==> src/rtl/keypad_pkg.sv <==
`default_nettype none
// +--------------------------------------------------------------------+
// | keypad_pkg : scan states, key codes and key-map decode function    |
// | Rev 1.0                                                            |
// +--------------------------------------------------------------------+
package keypad_pkg;

  typedef enum logic [2:0] {
    ST_IDLE  = 3'd0,
    ST_ROW0  = 3'd1,
    ST_ROW1  = 3'd2,
    ST_ROW2  = 3'd3,
    ST_ROW3  = 3'd4,
    ST_FRAME = 3'd5
  } scan_st_t;

  localparam logic [3:0] KEY_NONE  = 4'hF;
  localparam logic [3:0] KEY_MULTI = 4'hE;
  localparam logic [3:0] KEY_STAR  = 4'hA;
  localparam logic [3:0] KEY_HASH  = 4'hB;

  // Maps one row plus its active-low column sample to a key code;
  // anything other than exactly one low column yields KEY_NONE.
  function automatic logic [3:0] decode_key(input logic [1:0] row, input logic [2:0] col_n);
    logic [1:0] col;
    logic       hit;
    col = 2'd0;
    hit = 1'b1;
    case (col_n)
      3'b110:  col = 2'd0;
      3'b101:  col = 2'd1;
      3'b011:  col = 2'd2;
      default: hit = 1'b0;
    endcase
    if (!hit) begin
      decode_key = KEY_NONE;
    end else if (row != 2'd3) begin
      decode_key = {2'b00, row} * 4'd3 + {2'b00, col} + 4'd1;
    end else begin
      case (col)
        2'd0:    decode_key = KEY_STAR;
        2'd1:    decode_key = 4'h0;
        default: decode_key = KEY_HASH;
      endcase
    end
  endfunction

endpackage
`default_nettype wire

==> src/rtl/keypad_scan_ctrl_fifo.sv <==
`default_nettype none
// +--------------------------------------------------------------------+
// | key_event_fifo : synchronous FIFO with registered show-ahead head  |
// | Rev 1.0                                                            |
// +--------------------------------------------------------------------+
module key_event_fifo #(
  parameter int unsigned      DEPTH     = 4,
  parameter int unsigned      WIDTH     = 4,
  parameter logic [WIDTH-1:0] EMPTY_VAL = '1
) (
  input  logic                     clk,
  input  logic                     rst_n,
  input  logic                     push_i,
  input  logic [WIDTH-1:0]         din_i,
  input  logic                     pop_i,
  output logic [WIDTH-1:0]         head_o,
  output logic                     valid_o,
  output logic                     full_o,
  output logic [$clog2(DEPTH):0]   count_o
);

  localparam int unsigned AW = $clog2(DEPTH);
  localparam int unsigned CW = AW + 1;

  logic [WIDTH-1:0] mem_q [DEPTH];
  logic [AW-1:0]    wr_ptr_q, wr_ptr_d;
  logic [AW-1:0]    rd_ptr_q, rd_ptr_d;
  logic [CW-1:0]    count_q, count_d;
  logic [WIDTH-1:0] head_q, head_d;
  logic             valid_q;
  logic [CW-1:0]    w_remain;
  logic             w_push;
  logic             w_pop;

  assign full_o = (count_q == CW'(DEPTH));
  assign w_pop  = pop_i && (count_q != '0);
  // A pop frees a slot in the same cycle, so full + push + pop is accepted.
  assign w_push = push_i && (!full_o || w_pop);

  always_comb begin
    count_d  = count_q + CW'(w_push) - CW'(w_pop);
    rd_ptr_d = rd_ptr_q + AW'(w_pop);
    wr_ptr_d = wr_ptr_q + AW'(w_push);
    w_remain = count_q - CW'(w_pop);
    // The incoming word becomes the head when nothing older survives this cycle.
    if (count_d == '0) begin
      head_d = EMPTY_VAL;
    end else if (w_remain == '0) begin
      head_d = din_i;
    end else begin
      head_d = mem_q[rd_ptr_d];
    end
  end

  always_ff @(posedge clk or negedge rst_n) begin
    if (!rst_n) begin
      wr_ptr_q <= '0;
      rd_ptr_q <= '0;
      count_q  <= '0;
      head_q   <= EMPTY_VAL;
      valid_q  <= 1'b0;
    end else begin
      wr_ptr_q <= wr_ptr_d;
      rd_ptr_q <= rd_ptr_d;
      count_q  <= count_d;
      head_q   <= head_d;
      valid_q  <= (count_d != '0);
    end
  end

  always_ff @(posedge clk) begin
    if (w_push) begin
      mem_q[wr_ptr_q] <= din_i;
    end
  end

  assign head_o  = head_q;
  assign valid_o = valid_q;
  assign count_o = count_q;

endmodule
`default_nettype wire

==> src/rtl/keypad_scan_ctrl.sv <==
`default_nettype none
// +--------------------------------------------------------------------+
// | keypad_scan_ctrl : 3x4 keypad row scanner, debouncer, event queue  |
// | Rev 1.0                                                            |
// +--------------------------------------------------------------------+
module keypad_scan_ctrl
  import keypad_pkg::*;
#(
  parameter int unsigned SCAN_DIV   = 100_000,
  parameter int unsigned DEBOUNCE   = 3,
  parameter int unsigned FIFO_DEPTH = 4,
  parameter int unsigned INT_CYCLES = 2
) (
  input  logic       clk,
  input  logic       rst_n,
  input  logic [2:0] col_n,
  output logic [3:0] row_n,
  input  logic       rd_en,
  output logic [3:0] key_data,
  output logic       key_valid,
  output logic       overflow,
  output logic       interrupt
);

  localparam int unsigned    DIV_W    = (SCAN_DIV > 1) ? $clog2(SCAN_DIV) : 1;
  localparam logic [DIV_W-1:0] DIV_LAST = DIV_W'(SCAN_DIV - 1);
  localparam int unsigned    DB_W     = $clog2(DEBOUNCE + 1);
  localparam logic [DB_W-1:0] DB_MAX  = DB_W'(DEBOUNCE);
  localparam int unsigned    IC_W     = $clog2(INT_CYCLES + 1);
  localparam logic [IC_W-1:0] IC_MAX  = IC_W'(INT_CYCLES);
  localparam int unsigned    CNT_W    = $clog2(FIFO_DEPTH) + 1;

  scan_st_t          state_q, state_d;
  logic [2:0]        sync1_q, sync2_q;
  logic [DIV_W-1:0]  div_q;
  logic [2:0]        cols_q [4];
  logic [3:0]        prev_code_q;
  logic [DB_W-1:0]   db_cnt_q, db_cnt_d;
  logic [3:0]        stable_q;
  logic              overflow_q;
  logic [IC_W-1:0]   int_cnt_q;

  logic              w_in_row;
  logic [1:0]        w_row_idx;
  logic              w_tick;
  logic [3:0]        w_nlow;
  logic [1:0]        w_hit_row;
  logic [3:0]        w_frame_code;
  logic              w_push_req;
  logic              w_fifo_full;
  logic [CNT_W-1:0]  w_fifo_count;
  logic              w_pop_acc;
  logic              w_push_acc;
  logic              w_drop;

  // Columns are asynchronous to clk; only the second stage is ever used.
  always_ff @(posedge clk or negedge rst_n) begin
    if (!rst_n) begin
      sync1_q <= 3'b111;
      sync2_q <= 3'b111;
    end else begin
      sync1_q <= col_n;
      sync2_q <= sync1_q;
    end
  end

  always_ff @(posedge clk or negedge rst_n) begin
    if (!rst_n) begin
      state_q <= ST_IDLE;
    end else begin
      state_q <= state_d;
    end
  end

  always_comb begin
    state_d = state_q;
    unique case (state_q)
      ST_IDLE:  state_d = ST_ROW0;
      ST_ROW0:  if (w_tick) state_d = ST_ROW1;
      ST_ROW1:  if (w_tick) state_d = ST_ROW2;
      ST_ROW2:  if (w_tick) state_d = ST_ROW3;
      ST_ROW3:  if (w_tick) state_d = ST_FRAME;
      ST_FRAME: state_d = ST_ROW0;
      default:  state_d = ST_IDLE;
    endcase
  end

  // Row 0 stays driven outside the row states so exactly one row is always low.
  always_comb begin
    row_n     = 4'b1110;
    w_row_idx = 2'd0;
    w_in_row  = 1'b0;
    unique case (state_q)
      ST_ROW0: begin row_n = 4'b1110; w_row_idx = 2'd0; w_in_row = 1'b1; end
      ST_ROW1: begin row_n = 4'b1101; w_row_idx = 2'd1; w_in_row = 1'b1; end
      ST_ROW2: begin row_n = 4'b1011; w_row_idx = 2'd2; w_in_row = 1'b1; end
      ST_ROW3: begin row_n = 4'b0111; w_row_idx = 2'd3; w_in_row = 1'b1; end
      default: begin row_n = 4'b1110; w_row_idx = 2'd0; w_in_row = 1'b0; end
    endcase
  end

  assign w_tick = w_in_row && (div_q == DIV_LAST);

  always_ff @(posedge clk or negedge rst_n) begin
    if (!rst_n) begin
      div_q <= '0;
    end else if (!w_in_row || w_tick) begin
      div_q <= '0;
    end else begin
      div_q <= div_q + DIV_W'(1);
    end
  end

  always_ff @(posedge clk or negedge rst_n) begin
    if (!rst_n) begin
      for (int r = 0; r < 4; r++) begin
        cols_q[r] <= 3'b111;
      end
    end else if (w_tick) begin
      cols_q[w_row_idx] <= sync2_q;
    end
  end

  always_comb begin
    w_nlow    = 4'd0;
    w_hit_row = 2'd0;
    for (int r = 0; r < 4; r++) begin
      for (int c = 0; c < 3; c++) begin
        w_nlow = w_nlow + {3'b000, ~cols_q[r][c]};
      end
      if (cols_q[r] != 3'b111) begin
        w_hit_row = 2'(r);
      end
    end
    if (w_nlow == 4'd0) begin
      w_frame_code = KEY_NONE;
    end else if (w_nlow == 4'd1) begin
      w_frame_code = decode_key(w_hit_row, cols_q[w_hit_row]);
    end else begin
      w_frame_code = KEY_MULTI;
    end
  end

  always_comb begin
    if (w_frame_code != prev_code_q) begin
      db_cnt_d = DB_W'(1);
    end else if (db_cnt_q != DB_MAX) begin
      db_cnt_d = db_cnt_q + DB_W'(1);
    end else begin
      db_cnt_d = db_cnt_q;
    end
  end

  always_ff @(posedge clk or negedge rst_n) begin
    if (!rst_n) begin
      prev_code_q <= KEY_NONE;
      db_cnt_q    <= '0;
      stable_q    <= KEY_NONE;
    end else if (state_q == ST_FRAME) begin
      prev_code_q <= w_frame_code;
      db_cnt_q    <= db_cnt_d;
      if (db_cnt_d == DB_MAX) begin
        stable_q <= w_frame_code;
      end
    end
  end

  // Only a NONE -> real key transition of the stable code is a new press.
  assign w_push_req = (state_q == ST_FRAME) && (db_cnt_d == DB_MAX) &&
                      (stable_q == KEY_NONE) && (w_frame_code <= KEY_HASH);

  key_event_fifo #(
    .DEPTH     (FIFO_DEPTH),
    .WIDTH     (4),
    .EMPTY_VAL (KEY_NONE)
  ) u_fifo (
    .clk     (clk),
    .rst_n   (rst_n),
    .push_i  (w_push_req),
    .din_i   (w_frame_code),
    .pop_i   (rd_en),
    .head_o  (key_data),
    .valid_o (key_valid),
    .full_o  (w_fifo_full),
    .count_o (w_fifo_count)
  );

  assign w_pop_acc  = rd_en && (w_fifo_count != '0);
  assign w_push_acc = w_push_req && (!w_fifo_full || w_pop_acc);
  assign w_drop     = w_push_req && w_fifo_full && !w_pop_acc;

  always_ff @(posedge clk or negedge rst_n) begin
    if (!rst_n) begin
      overflow_q <= 1'b0;
    end else if (w_drop) begin
      overflow_q <= 1'b1;
    end else if (w_pop_acc) begin
      overflow_q <= 1'b0;
    end
  end

  always_ff @(posedge clk or negedge rst_n) begin
    if (!rst_n) begin
      int_cnt_q <= '0;
    end else if (w_push_acc) begin
      int_cnt_q <= IC_MAX;
    end else if (int_cnt_q != '0) begin
      int_cnt_q <= int_cnt_q - IC_W'(1);
    end
  end

  assign overflow  = overflow_q;
  assign interrupt = (int_cnt_q != '0);

endmodule
`default_nettype wire

==> config.mk <==
export PLATFORM = sky130hd
export DESIGN_NAME = keypad_scan_ctrl
export DESIGN_NICKNAME = d
export VERILOG_FILES = /design/src/rtl/keypad_pkg.sv /design/src/rtl/keypad_scan_ctrl_fifo.sv /design/src/rtl/keypad_scan_ctrl.sv
export SDC_FILE = /design/constraint.sdc
export NUM_CORES = 1
export LEC_CHECK = 0
export CAP_MARGIN = 20
export CORE_MARGIN = 1.5
export CORE_UTILIZATION = 50
export DETAILED_ROUTE_END_ITERATION = 6
export GPL_TIMING_DRIVEN = 1
export PLACE_DENSITY = 0.7
export REMOVE_ABC_BUFFERS = 1
export SLEW_MARGIN = 20
export SYNTH_ARGS = -nofsm -noshare
export SYNTH_HDL_FRONTEND = slang
export SYNTH_SLANG_ARGS = --single-unit
==> constraint.sdc <==
create_clock -name clk -period 9.1 [get_ports clk]
set_input_delay 0.91 -clock clk [delete_from_list [all_inputs] [get_ports clk]]
set_output_delay 0.91 -clock clk [all_outputs]
set_load 0.02 [all_outputs]
==> results of run 1 <==
-- routing by layer --
layer | wire length, um | up-vias
li1 | - | 1343
met1 | 3500 | 1325
met2 | 3570 | 65
met3 | 295 | 15
met4 | 142 | 0
met5 | 0 | -
-- placed cells by master, fill, tap and decap left out, drive strengths merged, types with 15 or more instances in the layout --
cell type / n
clkdlybuf4s50: 15
o21ai: 19
dfrtp: 33
nand2: 44
nor2: 32
ha: 16
edfxtp: 16
inv: 41
dfstp: 30
-- synthesized netlist by cell type, types with 5 or more instances --
cell / n / share of area [%]
fa_1: 9 / 4.4
dfstp_2: 30 / 19
clkbuf_1: 7 / 0.64
nand3_1: 13 / 1.6
or3_1: 6 / 0.91
edfxtp_1: 16 / 12
xor2_1: 13 / 2.8
ha_1: 16 / 4.8
nor3_1: 8 / 0.97
nor2_1: 32 / 2.9
dfrtp_1: 33 / 20
a21oi_1: 11 / 1.3
inv_1: 35 / 3.2
nand2_1: 43 / 3.9
o21ai_0: 17 / 2.1
xnor2_1: 13 / 2.8
mux2_1: 5 / 1.4
-- flip-flops by register name, indices dropped and copies added (netlist names) --
signal           flops
div_q               17
u_fifo.mem_q        16
cols_q              12
prev_code_q          4
stable_q             4
u_fifo.head_o        4
state_q              3
sync1_q              3
sync2_q              3
u_fifo.count_o       3
db_cnt_q             2
int_cnt_q            2
u_fifo.rd_ptr_q      2
u_fifo.wr_ptr_q      2
overflow             1
u_fifo.valid_o       1
-- per-stage QoR --
stage / setup WS, ns / power [mW] / util [%] / cells / instance area [um^2]
floorplan: 2.60 / 0.477 / - / 370 / 4090
global route: 1.63 / 0.783 / 58.1 / 505 / 4560
global placement: 2.27 / 0.509 / 55.9 / 489 / 4380
CTS: 2.05 / 0.756 / 58.1 / 505 / 4560
detailed placement: 2.08 / 0.516 / 55.9 / 489 / 4380
finish: 2.05 / 0.742 / 58.1 / 505 / 4560
-- power by group --
| part | leakage, nW | switching [mW] | internal (mW) | total [mW] |
|---|---|---|---|---|
| logic | 0.858 | 0.0621 | 0.0492 | 0.111 |
| registers | 0.855 | 0.0123 | 0.380 | 0.392 |
| clock network | 0.0944 | 0.136 | 0.102 | 0.238 |
| total | 1.81 | 0.211 | 0.531 | 0.742 |
-- final cells by class --
| type | count | area (um^2) | area share (%) |
|---|---|---|---|
| Inverter | 38 | 143 | 3.13 |
| Clock buffer | 9 | 124 | 2.72 |
| Sequential cell | 79 | 2090 | 45.9 |
| Multi-Input combinational cell | 253 | 1860 | 40.7 |
| Timing Repair Buffer | 17 | 163 | 3.57 |
| Clock inverter | 7 | 53.8 | 1.18 |
| Tap cell | 102 | 128 | 2.80 |
-- logic make-up after synthesis --
family	Yosys count	share of synthesized area, %
mux	14	4.78
fa+ha+maj	25	9.21
simple gates	131	15.9
compound gates	57	9.51
flops	79	50.7
buf+inv	47	4.39
xor+xnor	26	5.51
-- worst min-delay path by stage --
stage	end	slack [ns]	cells past startpoint
floorplan	sync2_q[0]	0.35	0
global placement	sync2_q[1]	0.35	0
detailed placement	sync2_q[1]	0.35	0
CTS	sync2_q[1]	0.36	0
global route	sync2_q[1]	0.36	0
finish	sync2_q[1]	0.36	0
-- worst register-to-register path, delay by kind of cell (launching register included) --
family,cells,cell delay (ns)
xor+xnor,3,0.45
flops,1,0.59
mux,1,0.12
buf+inv,5,0.28
compound gates,3,0.64
simple gates,5,1.84
fa+ha+maj,8,3.04
==> flow_summary.toml, run 1 <==
[synthesis]
avgSynthCellArea_um2 = 10.9
synth_area_mm2 = 0.00413
ys_ff_latch = 79
ys_warn_count = 0
ys_types = 60
synth_edf_count = 16
syn_inst = 379
synthArstFlopShare_pct = 79.7
seq_area_frac_synth_pct = 50.7
synthFlopType = "dfrtp_1"

[critical_path]
path_depth = 25
worstSetupEndpointType = "register"
cpMostUsedCell = "fa_1"
cpPeakStageDelay_ns = 0.62
r2r-end = "u_fifo.head_o[3]"
worstSetupStartpoint = "cols_q[0]"
r2r_setup_slack_ns = 2.05
critPathKind = "register to register"
path_buf_inv = 5
critPathRequiredTime_ns = 9.37
slowest_stage = "nor4_4"
r2r_cells = 25
startpoint_type = "register"
endpoint = "u_fifo.head_o[3]"
critical_path_arrival_ns = 7.32
timing.rr.start = "cols_q[0]"
worstPathMaxFanout = 12
critPathTopFamily = "adder cells"

[detailed_routing]
drtAntennaViolNets = 0
drtIter0Drc = 133
wl_um = 7520
drtPass1Iterations = 4
via_count = 2748
post-route-drc-count = 0
wl_per_cell_um = 14.9
via_per_inst = 5.44

[finish]
diodes = 0
syn2layout_area_growth_pct = 10.4
drive_gt1_share_pct = 16.6
final_nets = 429
fill_cells = 692

[hold_path]
min-delay-path-class = "register to register"
hp-start = "sync1_q[1]"

[clock_tree]
clock_latency_ns = 0.35
htree_levels = 3
cts_hold_buf = 0
cts.repair.resized = 0
cts_sinks = 79
post_cts_buffers = 0
clk_pin_slew_ns = 0.09
numCtsBuffers = 9
cts_tree = "done"
cts_buffer_depth = 2
cts_root_buf = "clkbuf_8"

[global_route]
overflow = 0
use_met1_pct = 26.3
grtUsageMet2_pct = 30.4
grt_pass1_vias = 2778
antenna_found_initial = 0
grt_usage_pct = 19.2
grt_pass1_wl_um = 13100
grt_max_degree = 64
grt-busiest-layer = "met2"
met3_usage_pct = 3.24

[power]
power.leakage_nw = 1.81
power_density_mw_per_mm2 = 163
ir_drop_mv = 0.0801

[sta]
worst_slew_pin_slew_ns = 0.903
rsz0062_at_grt = "false"
finalSetupTns_ns = 0
setup_viol = 0
relSlewSlack_pct = 39.2
hold_viol = 0
drv_slew = 0
holdWs_ns = 0.358
final.setup_skew_ns = 0.0123
max_freq_mhz = 142
finalCriticalPeriod_ns = 7.05
finalCritPeriodShare_pct = 77.5

[die]
ios = 17
die_w_um = 93.9
core_mm2 = 0.00785
die_h_um = 93.9
start_util_pct = 52.6
die_area_mm2 = 0.00882
rows = 32

[job]
maxCapViolCount = 0

[place]
place.gp.congestion = 0.856
io_buffers = 16
dp_hpwl_um = 5400

[outcome]
status = "finished clean"
No activity file was read; power rests on OpenSTA's default activity.
==> run 2: changes to the inputs <==
--- a/config.mk
+++ b/config.mk
@@ -10,7 +10,7 @@
 export CORE_UTILIZATION = 50
 export DETAILED_ROUTE_END_ITERATION = 6
 export GPL_TIMING_DRIVEN = 1
-export PLACE_DENSITY = 0.7
+export PLACE_DENSITY = 0.72
 export REMOVE_ABC_BUFFERS = 1
 export SLEW_MARGIN = 20
 export SYNTH_ARGS = -nofsm -noshare
==> constraint.sdc (replaced) <==
create_clock -name clk -period 6.15 [get_ports clk]
set_input_delay 0.615 -clock clk [delete_from_list [all_inputs] [get_ports clk]]
set_output_delay 0.615 -clock clk [all_outputs]
set_load 0.02 [all_outputs]
==> flow_summary.toml, run 2 (synthesis results as in run 1) <==
[outcome]
status = "complete, but fails checks"
failed_checks = "negative setup slack"

[critical_path]
worstSetupEndpointType = "register"
critPathKind = "register to register"
cpPeakStageDelay_ns = 0.54
worstPathMaxFanout = 5
slowest_stage = "dfstp_2"
critPathTopFamily = "adder cells"
critical_path_arrival_ns = 6.63
startpoint_type = "register"
critPathRequiredTime_ns = 6.43
r2r_setup_slack_ns = -0.20
path_buf_inv = 5

[detailed_routing]
via_per_inst = 5.30
post-route-drc-count = 0
drtIter0Drc = 99
drtPass1Iterations = 4
wl_um = 8140
drtAntennaViolNets = 0
via_count = 2848
wl_per_cell_um = 15.2

[global_route]
grt_max_degree = 64
grt_usage_pct = 21.3
grt_pass1_wl_um = 14300
overflow = 0
grt_pass1_vias = 3031
antenna_found_initial = 0

[finish]
fill_cells = 672
final_cell_mix = "nand2_1, dfrtp_1, buf_4"
drive_gt1_share_pct = 26.7
largest_register = "div_q"
largest_register_ffs = 17
syn2layout_area_growth_pct = 19.0
top_regs = "div_q (17), u_fifo.mem_q (16), cols_q (12)"
final_common_cell = "nand2_1"
fin_util_pct = 62.7
final_nets = 461
diodes = 0

[clock_tree]
cts_buffer_depth = 2
cts_hold_buf = 0
clock_latency_ns = 0.35
cts_root_buf = "clkbuf_8"
cts_sinks = 79
clk_pin_slew_ns = 0.08
htree_levels = 3
cts_tree = "done"
numCtsBuffers = 9

[sta]
hold_viol = 0
drv_slew = 0
max_freq_mhz = 158
relSlewSlack_pct = 34.6
finalCriticalPeriod_ns = 6.35
setup_viol = 5
rsz0062_at_grt = "true"
worst_slew_pin_slew_ns = 0.972
finalCritPeriodShare_pct = 103
setup_ws_ns = -0.199
final.setup_skew_ns = 0.00848

[power]
ir_drop_mv = 0.109
power_density_mw_per_mm2 = 244
power.leakage_nw = 1.99
p_total_mw = 1.20

[place]
pre_cts_ws_ns = -0.332
place.gp.congestion = 0.785
dp_hpwl_um = 5470
io_buffers = 16

[job]
maxCapViolCount = 0

[die]
ios = 17
start_util_pct = 52.6
die_w_um = 93.9
die_h_um = 93.9
core_mm2 = 0.00785
die_area_mm2 = 0.00882
rows = 32

[hold_path]
min-delay-path-class = "register to register"
-- run 2: changes by cell type in the layout (fill, tap and decap cells not counted), sizes merged --
cell / change
clkinv: -2
inv: -1
clkinvlp: +1
buf: +32
bufinv: +2
-- run 2: area by class of cell --
cell class / instances / area, um^2 / area share [%]
Sequential cell: 79 / 2090 / 42.6
Timing Repair Buffer: 49 / 403 / 8.19
Clock buffer: 9 / 124 / 2.52
Inverter: 38 / 145 / 2.95
Clock inverter: 7 / 105 / 2.14
Multi-Input combinational cell: 253 / 1920 / 39.0
Tap cell: 102 / 128 / 2.59
-- run 2: final timing paths --
path	start	endpoint	cells past startpoint
hold reg to reg	sync1_q[2]	sync2_q[2]	0
setup reg to reg	cols_q[9]	u_fifo.head_o[3]	25
setup / recovery	cols_q[9]	u_fifo.head_o[3]	25
hold / removal	sync1_q[2]	sync2_q[2]	0
min in group asynchronous	rst_n	u_fifo.rd_ptr_q[0]	2
max in group asynchronous	rst_n	div_q[6]	2
-- run 2: routing by layer --
layer,vias up,global-route usage (%),wire (um)
li1,1415,-,-
met1,1376,27.1,3730
met2,42,35.6,4030
met3,15,4.05,214
met4,0,8.83,171
met5,-,0,0
-- run 2: what timing repair did --
item / CTS / global route
pin swaps: 6 / 0
buffers inserted: 20 / 3
endpoints found under the setup margin: 5 / 12
gates resized for setup: 18 / 3
-- run 2: worst reg2reg max path, stage by stage (launching register included) --
cell and delay (ns):
dfstp_2 0.54, inv_2 0.04, fa_1 0.54, inv_2 0.04
fa_1 0.50, inv_1 0.05, fa_1 0.47, fa_1 0.52
ha_2 0.18, inv_2 0.04, fa_2 0.34, a211oi_2 0.17
mux2i_1 0.11, nand4bb_1 0.25, or2_1 0.28, a211oi_4 0.23
xnor2_2 0.14, nor4_4 0.31, and2_4 0.21, ha_4 0.12
inv_2 0.03, fa_2 0.37, xnor2_2 0.16, xnor2_1 0.15
or3_4 0.37, o211ai_1 0.10
-- run 2: power by group --
group	total (mW)	switching [mW]	internal, mW
sequential	0.582	0.0198	0.562
combinational	0.182	0.0957	0.0862
clock	0.437	0.203	0.234
total	1.20	0.319	0.883
-- run 2: stage by stage --
| stage | hold slack (ns) | setup TNS [ns] | cell area [um^2] | cells |
|---|---|---|---|---|
| after floorplan | 0.319 | -1.60 | 4090 | 370 |
| after CTS | 0.360 | -0.164 | 4930 | 540 |
| after global routing | 0.363 | -2.22 | 4920 | 537 |
| after detailed placement | 0.347 | -1.49 | 4500 | 504 |
| final | 0.359 | -0.817 | 4920 | 537 |
| after global placement | 0.346 | -0.560 | 4500 | 504 |
